File: src/rtl/stim_sequencer_pkg.sv
// Shared types and constants for the stimulus sequencer: FSM state encoding,
// vector count and the fixed {a,b,c} pattern table.
package stim_sequencer_pkg;

    localparam int unsigned NUM_VEC = 8;

    localparam logic [1:0] ST_IDLE = 2'd0;
    localparam logic [1:0] ST_RUN  = 2'd1;
    localparam logic [1:0] ST_DONE = 2'd2;

    typedef enum logic [1:0] {
        S_IDLE = ST_IDLE,
        S_RUN  = ST_RUN,
        S_DONE = ST_DONE
    } state_e;

    // Entry i occupies bits [3i+2:3i]; order is 000,111,001,010,011,100,101,110.
    localparam logic [3*NUM_VEC-1:0] PATTERN_TABLE = {
        3'b110, 3'b101, 3'b100, 3'b011,
        3'b010, 3'b001, 3'b111, 3'b000
    };

    function automatic logic [2:0] pattern_of(input logic [2:0] idx);
        return PATTERN_TABLE[3*int'(idx) +: 3];
    endfunction

endpackage

File: src/rtl/stim_sequencer_dwell_counter.sv
// Dwell timer: counts enabled cycles and flags the last cycle of each dwell,
// wrapping to zero on the enabled terminal cycle so it never exceeds DWELL-1.
module dwell_counter
    import stim_sequencer_pkg::*;
#(
    parameter int unsigned DWELL = 100
) (
    input  logic clk,
    input  logic rst_n,
    input  logic clr,
    input  logic en,
    output logic tc
);

    localparam int unsigned CW = $clog2(DWELL + 1);
    localparam logic [CW-1:0] LAST = CW'(DWELL - 1);

    logic [CW-1:0] count_q;
    logic [CW-1:0] count_d;

    assign tc = (count_q == LAST);

    always_comb begin
        count_d = count_q;
        if (clr) begin
            count_d = '0;
        end else if (en) begin
            count_d = tc ? '0 : count_q + CW'(1);
        end
    end

    always_ff @(posedge clk or negedge rst_n) begin
        if (!rst_n) begin
            count_q <= '0;
        end else begin
            count_q <= count_d;
        end
    end

endmodule

File: src/rtl/stim_sequencer.sv
// Drives eight fixed {a,b,c} stimulus vectors, each held DWELL cycles, and
// captures the downstream {d,e} response at the last cycle of every dwell.
module stim_sequencer
    import stim_sequencer_pkg::*;
#(
    parameter int unsigned DWELL   = 100,
    parameter int unsigned NUM_VEC = stim_sequencer_pkg::NUM_VEC
) (
    input  logic        clk,
    input  logic        rst_n,
    input  logic        start,
    input  logic        pause,
    output logic        a,
    output logic        b,
    output logic        c,
    input  logic        d_in,
    input  logic        e_in,
    output logic        busy,
    output logic        done,
    output logic [2:0]  vec_idx,
    output logic [15:0] capture,
    output logic        capture_valid
);

    localparam logic [2:0] VEC_LAST = 3'(NUM_VEC - 1);

    state_e      state_q,     state_d;
    logic [2:0]  vec_idx_q,   vec_idx_d;
    logic [2:0]  abc_q,       abc_d;
    logic [15:0] capture_q,   capture_d;
    logic        cap_valid_q, cap_valid_d;

    logic accept;
    logic step;
    logic tc;

    assign accept = (state_q == S_IDLE) && start;
    assign step   = (state_q == S_RUN) && !pause;

    dwell_counter #(
        .DWELL (DWELL)
    ) u_dwell (
        .clk   (clk),
        .rst_n (rst_n),
        .clr   (accept),
        .en    (step),
        .tc    (tc)
    );

    always_comb begin
        state_d     = state_q;
        vec_idx_d   = vec_idx_q;
        abc_d       = abc_q;
        capture_d   = capture_q;
        cap_valid_d = cap_valid_q;
        unique case (state_q)
            S_IDLE: begin
                if (start) begin
                    state_d     = S_RUN;
                    vec_idx_d   = '0;
                    abc_d       = pattern_of(3'd0);
                    capture_d   = '0;
                    cap_valid_d = 1'b0;
                end
            end
            S_RUN: begin
                // The response sampled here belongs to the vector still on a/b/c.
                if (step && tc) begin
                    capture_d[{vec_idx_q, 1'b0} +: 2] = {d_in, e_in};
                    if (vec_idx_q == VEC_LAST) begin
                        state_d     = S_DONE;
                        abc_d       = '0;
                        cap_valid_d = 1'b1;
                    end else begin
                        vec_idx_d = vec_idx_q + 3'd1;
                        abc_d     = pattern_of(vec_idx_q + 3'd1);
                    end
                end
            end
            S_DONE: begin
                state_d = S_IDLE;
            end
            default: begin
                state_d = S_IDLE;
            end
        endcase
    end

    always_ff @(posedge clk or negedge rst_n) begin
        if (!rst_n) begin
            state_q     <= S_IDLE;
            vec_idx_q   <= '0;
            abc_q       <= '0;
            capture_q   <= '0;
            cap_valid_q <= 1'b0;
        end else begin
            state_q     <= state_d;
            vec_idx_q   <= vec_idx_d;
            abc_q       <= abc_d;
            capture_q   <= capture_d;
            cap_valid_q <= cap_valid_d;
        end
    end

    assign {a, b, c}     = abc_q;
    assign busy          = (state_q == S_RUN);
    assign done          = (state_q == S_DONE);
    assign vec_idx       = vec_idx_q;
    assign capture       = capture_q;
    assign capture_valid = cap_valid_q;

endmodule

File: config.mk
export PLATFORM = sky130hd
export DESIGN_NAME = stim_sequencer
export DESIGN_NICKNAME = d
export VERILOG_FILES = /design/src/rtl/stim_sequencer_pkg.sv /design/src/rtl/stim_sequencer_dwell_counter.sv /design/src/rtl/stim_sequencer.sv
export SDC_FILE = /design/constraint.sdc
export NUM_CORES = 1
export LEC_CHECK = 0
export ABC_AREA = 1
export CAP_MARGIN = 20
export CORE_UTILIZATION = 45
export CTS_CLUSTER_SIZE = 24
export DETAILED_ROUTE_END_ITERATION = 12
export PLACE_DENSITY = 0.69
export SLEW_MARGIN = 20
export SYNTH_ARGS = -nofsm -noshare
export SYNTH_HDL_FRONTEND = slang
export SYNTH_SLANG_ARGS = --single-unit
File: constraint.sdc
create_clock -name clk -period 5.4 [get_ports clk]
set_clock_uncertainty 0.15 [all_clocks]
set_input_delay 0.81 -clock clk [delete_from_list [all_inputs] [get_ports clk]]
set_output_delay 0.81 -clock clk [all_outputs]
set_load 0.1 [all_outputs]
# [Yosys cells after proc, flatten, opt, wreduce, memory -nomap -nowiden]
# Index checks and enable logic that the tools add are counted.
[totals] wordCells=54 register_bits=32 latchBits=0 memories=0 in_bits=6 rom_bits=0 out_inout_bits=25 ram_bits=0
[op_classes] shift=3 reduce_logical=11 eq_ne=8 mux=22 n_mul=1 n_bitwise=0 n_lt_le_gt_ge=0 n_div=0 n_addsub=3
[ops] op="2-to-1 mux 16 bit" count=2
[ops] op="case mux 16 bit (2 select lines)" count=1
[ops] op="indexed part select 24 x 6 -> 3 bit (first input constant)" count=1
[ops] op="2-to-1 mux 7 bit" count=3
[ops] op="bitwise mux 16 bit" count=1
[ops] op="variable shift 2 x 6 -> 16 bit (first input constant)" count=1
[ops] op="indexed part select 2 x 6 -> 16 bit" count=1
[ops] op="2-to-1 mux 3 bit" count=5
[ops] op="case mux 3 bit (2 select lines)" count=2
[ops] op="AND reduction 4 bit" count=2
[ops] op="adder 7 x 1 -> 7 bit (second input constant)" count=1
[ops] op="== test 7 bit (second input constant)" count=1
[ops] op="2-to-1 mux 2 bit" count=3
[ops] op="negator 4 -> 6 bit" count=1
[ops] op="AND reduction 3 bit" count=2
[ops] op="multiplier 2 x 3 -> 5 bit (first input constant)" count=1
[ops] op="!= test 2 x 1 -> 1 bit (second input constant)" count=2
[ops] op="!= test 2 bit (second input constant)" count=2
[ops] op="case mux 2 bit (2 select lines)" count=1
[ops] op="nonzero test 2 bit" count=2
[ops] op="adder 3 x 1 -> 3 bit (second input constant)" count=1
[ops] op="== test 3 bit (second input constant)" count=1
[ops] op="logical AND 1 bit" count=3
[ops] op="2-to-1 mux 1 bit" count=3
[ops] op="other kinds (5)" count=5

# [Longest topological paths before layout]
[logic_depth] depth_word=6 depth_mapped=12 depth_no_buf=11

# [Modules after synthesis]
# From an unflattened synthesis, not the netlist that was laid out.
[hier_totals] hier_cells=266 area_unflattened_um2=1951.9
[by_module_without_submodules] module="stim_sequencer" instances=1 seq_area_each_um2=625.6 area_per_inst_um2=1547.7 cells_each=214
[by_module_without_submodules] module="dwell_counter" instances=1 seq_area_each_um2=175.2 area_per_inst_um2=404.1 cells_each=52

# [Worst setup path after synthesis]
# OpenSTA, ideal clock, no wires.
[synth_path] path_kind="reg2reg" startpoint="register vec_idx_q[0] (netlist: vec_idx[0])" endpoint="register capture_q[8] (netlist: capture[8])" required_ps=5128 stages_incl_launch_ff=12 setup_ps=122 path_buffers=1 period_less_slack_ps=2754 arrival_time_ps=2482 path_slack_ps=2646 path_cell_list="dfrtp_1 buf_2 inv_2 ha_1 ha_1 inv_1 nor3_1 nand2_1 nand2_1 nand2_1 nand2_1 nand2_1"
[synth_between] elab_chain_cells=5 elab_cells_between_ends=6 classes_between="add/sub (1); shift (2); mux (3)"
[synth_rtl] item="from (decl)" line="stim_sequencer.sv:28" text="logic [2:0] vec_idx_q, vec_idx_d;"
[synth_rtl] item="from (signal assigned)" line="stim_sequencer.sv:98" text="vec_idx_q <= vec_idx_d;"
[synth_rtl] item="negator 4 -> 6 bit *" line="stim_sequencer.sv:69" text="capture_d[{vec_idx_q, 1'b0} +: 2] = {d_in, e_in};"
[synth_rtl] item="indexed part select 2 x 6 -> 16 bit or variable shift 2 x 6 -> 16 bit (tied branches)" line="stim_sequencer.sv:69"
[synth_rtl] item="bitwise mux 16 bit *" line="stim_sequencer.sv:69"
[synth_rtl] item="2-to-1 mux 16 bit *" line="stim_sequencer.sv:68" text="if (step && tc) begin"
[synth_rtl] item="case mux 16 bit (2 select lines) *" line="stim_sequencer.sv:56" text="unique case (state_q)"
[synth_rtl] item="to (signal assigned)" line="stim_sequencer.sv:100" text="capture_q <= capture_d;"
[synth_rtl] item="to (decl)" line="stim_sequencer.sv:30" text="logic [15:0] capture_q, capture_d;"
# Mark *: on every way between the ends. The rest lies on a longest branch, timed or not. The select of a mux whose other input is x is not followed.
# A chain may end at the register's enable or synchronous reset.

# [Worst setup path after layout]
[layout_path] startpoint="register state_q[1]" endpoint="output busy"
[layout_between] elab_chain_cells=1
[layout_rtl] item="from (decl)" line="stim_sequencer.sv:27" text="state_e state_q, state_d;"
[layout_rtl] item="from (signal assigned)" line="stim_sequencer.sv:97" text="state_q <= state_d;"
[layout_rtl] item="== test 2 x 1 -> 1 bit" line="stim_sequencer.sv:106" text="assign busy = (state_q == S_RUN);"
[layout_rtl] item="to (decl)" line="stim_sequencer.sv:18" text="output logic busy,"
# No other way between the ends.

==> impl_metrics.json <==
{
  "port_buffers": 30,
  "hold_end": "capture[6]",
  "cts_tree": "yes",
  "path_max_fanout": 17,
  "cts_hold_buf": 0,
  "maxCapViolations": 0,
  "post_cts_buffers": 0,
  "drt-initial-drc-count": 89,
  "ys_types": 23,
  "hold_violations": 0,
  "vias_per_cell": 5.006,
  "routed_wl_um": 3775,
  "row_count": 23,
  "start_kind": "register",
  "dieHeight_um": 66.37,
  "rsz0062_at_grt": "false",
  "synth_cells": 248,
  "layout-drive-gt1-share_pct": 6.406,
  "clk_latency_ns": 0.28,
  "r2r_cells": 10,
  "max_slew.worst_pin.slew_ns": 0.9715,
  "ir_drop_v": 0.0001380,
  "path_cells": "nor2_4 > clkdlybuf4s50_1",
  "slowest_stage": "clkdlybuf4s50_1",
  "end_kind": "output port",
  "slew_viol_final": 0,
  "ys_seq_area_share_pct": 42.95,
  "post-place-ws_ns": 2.422,
  "ff2ff_setup_slack_ns": 3.14,
  "ios": 31,
  "syn-num-nets": 263,
  "worstPathRequired_ns": 4.44,
  "critPathKind": "reg2out",
  "antenna_found_initial": 0,
  "synth-seq-cells": 32,
  "r2r-end": "capture[9]",
  "fp.dieW_um": 66.37,
  "num_vias": 1657,
  "numCtsBuffers": 5,
  "place_hpwl_um": 2809,
  "critPathBufInv": 1,
  "max_freq_mhz": 305.6,
  "cts_resized": 0,
  "grt_pass1_vias": 1512,
  "crit_family": "buffers and inverters",
  "final_cells": 331,
  "relSlewSlack_pct": 35.03,
  "hold-path-cell-count": 2,
  "dp_cells": 326,
  "yosysWarnings": 0,
  "hold_class": "reg2reg",
  "place_congestion": 0.8618,
  "die-area_mm2": 0.004404,
  "critPathMaxStageDelay_ns": 1.22,
  "grt.overflow.total": 0,
  "wl_per_cell_um": 11.40,
  "track_usage_pct": 20.00,
  "power_mw": 0.5659,
  "cts_sinks": 32,
  "p_leak_nw": 1.189,
  "min_from": "capture[6]",
  "avgSynthCellArea_um2": 7.517,
  "syn_area_mm2": 0.001864,
  "cts-root-buf": "clkbuf_8",
  "finalSetupTns_ns": 0,
  "initial_core_util_pct": 46.61,
  "fin_crit_ns": 3.273,
  "cp_data_arrival_time_ns": 2.31,
  "cts_buffer_depth": 2,
  "finalWorstSetupSlack_ns": 2.127,
  "reg2reg_from": "vec_idx[0]",
  "report.final.setup_viol": 0,
  "grt_pass1_wl_um": 6651,
  "power.density_mw_per_mm2": 248.4,
  "clkTransAtPathRegs_ns": 0.06,
  "final_util_pct": 56.96,
  "drcViolationCount": 0,
  "status": "finished, final reports clean",
  "area_growth_pct": 22.22,
  "core_mm2": 0.004000,
  "grt_max_degree": 33,
  "post-route-period-util_pct": 60.60,
  "antennaDiodeCount": 0,
  "htreeDepth": 2,
  "drt.antenna.violating_nets": 0,
  "dr.pass1.iters": 4,
  "final_nets": 298
}
-- layout make-up --
cell class / instances / area [um^2]
clock buffer: 5 / 68.82
multi-input combinational: 188 / 944.7
timing repair buffer: 31 / 307.8
inverter: 25 / 93.84
sequential: 32 / 800.8
fill: 381 / 1722
tap: 50 / 62.56
-- cells in the mapped netlist, drive strengths merged --
cell    instances  area share (%)
nand2          92              21
dfrtp          32              43
nand3          28             7.8
nor2           28             6.2
inv            24             4.8
nand4          10             3.4
ha              9             6.0
o21ai           6             1.6
a21oi           5             1.3
nand3b          4             1.6
nor3            4             1.1
buf             3             1.3
a22o            1            0.47
clkinv          1            0.20
xor2            1            0.47
-- cell usage in the layout (no fill, tap or decap), drive strengths merged, types with 4 or more instances in the layout --
| master | n |
|---|---|
| inv | 24 |
| nand4 | 10 |
| nand3b | 4 |
| a21oi | 5 |
| nor3 | 4 |
| ha | 9 |
| o21ai | 6 |
| clkdlybuf4s50 | 30 |
| clkbuf | 5 |
| nand2 | 92 |
| nand3 | 28 |
| nor2 | 28 |
| dfrtp | 32 |
-- worst reg2reg max path: cells and delay by family, from the launching register on --
family,cells,cell delay [ns]
AND/OR/NAND/NOR,7,0.63
flip-flops,1,0.59
adder cells (fa/ha/maj),1,0.41
buffers and inverters,2,0.39
-- state kept, by name (all words and copies together) (netlist names) --
register         cells
capture             16
u_dwell.count_q      7
abc_q                3
vec_idx              3
state_q              2
capture_valid        1
-- kinds of logic after synthesis --
group / after synthesis / synth area share [%]
buf+inv: 28 / 6.375
compound gates: 12 / 3.423
fa+ha+maj: 9 / 6.040
flops: 32 / 42.95
xor+xnor: 1 / 0.4699
simple gates: 166 / 40.74
-- per-layer routing --
| layer | vias to the layer above | share of wire (%) | track usage (%) |
|---|---|---|---|
| met3 | 6 | 3.6 | 5.862 |
| met2 | 28 | 43 | 30.10 |
| li1 | 866 | - | - |
| met1 | 757 | 52 | 27.09 |
| met5 | - | 0 | 0 |
| met4 | 0 | 1.4 | 7.181 |
-- power breakdown --
group          switching (mW)  leakage, nW  total, mW  internal (mW)
Combinational          0.0812        0.727      0.122         0.0404
Clock                  0.0763       0.0359      0.159         0.0828
Sequential             0.0237        0.425      0.285          0.262
Total                   0.181         1.19      0.566          0.385
-- metrics by stage --
stage | hold WS [ns] | area, um^2
after floorplan | 0.3178 | 1864
after global placement | 0.3066 | 2210
after detailed placement | 0.3071 | 2210
after CTS | 0.3222 | 2278
after global routing | 0.3401 | 2278
final | 0.3180 | 2278
-- worst max path at each step --
stage	to	start	cells past startpoint
2_1_floorplan	capture[8]	vec_idx[0]	11
3_3_place_gp	busy	state_q[1]	2
3_5_place_dp	busy	state_q[1]	2
4_1_cts	busy	state_q[1]	2
5_1_grt	busy	state_q[0]	3
6_report	busy	state_q[1]	2
Power figures use the tool's default switching activity.
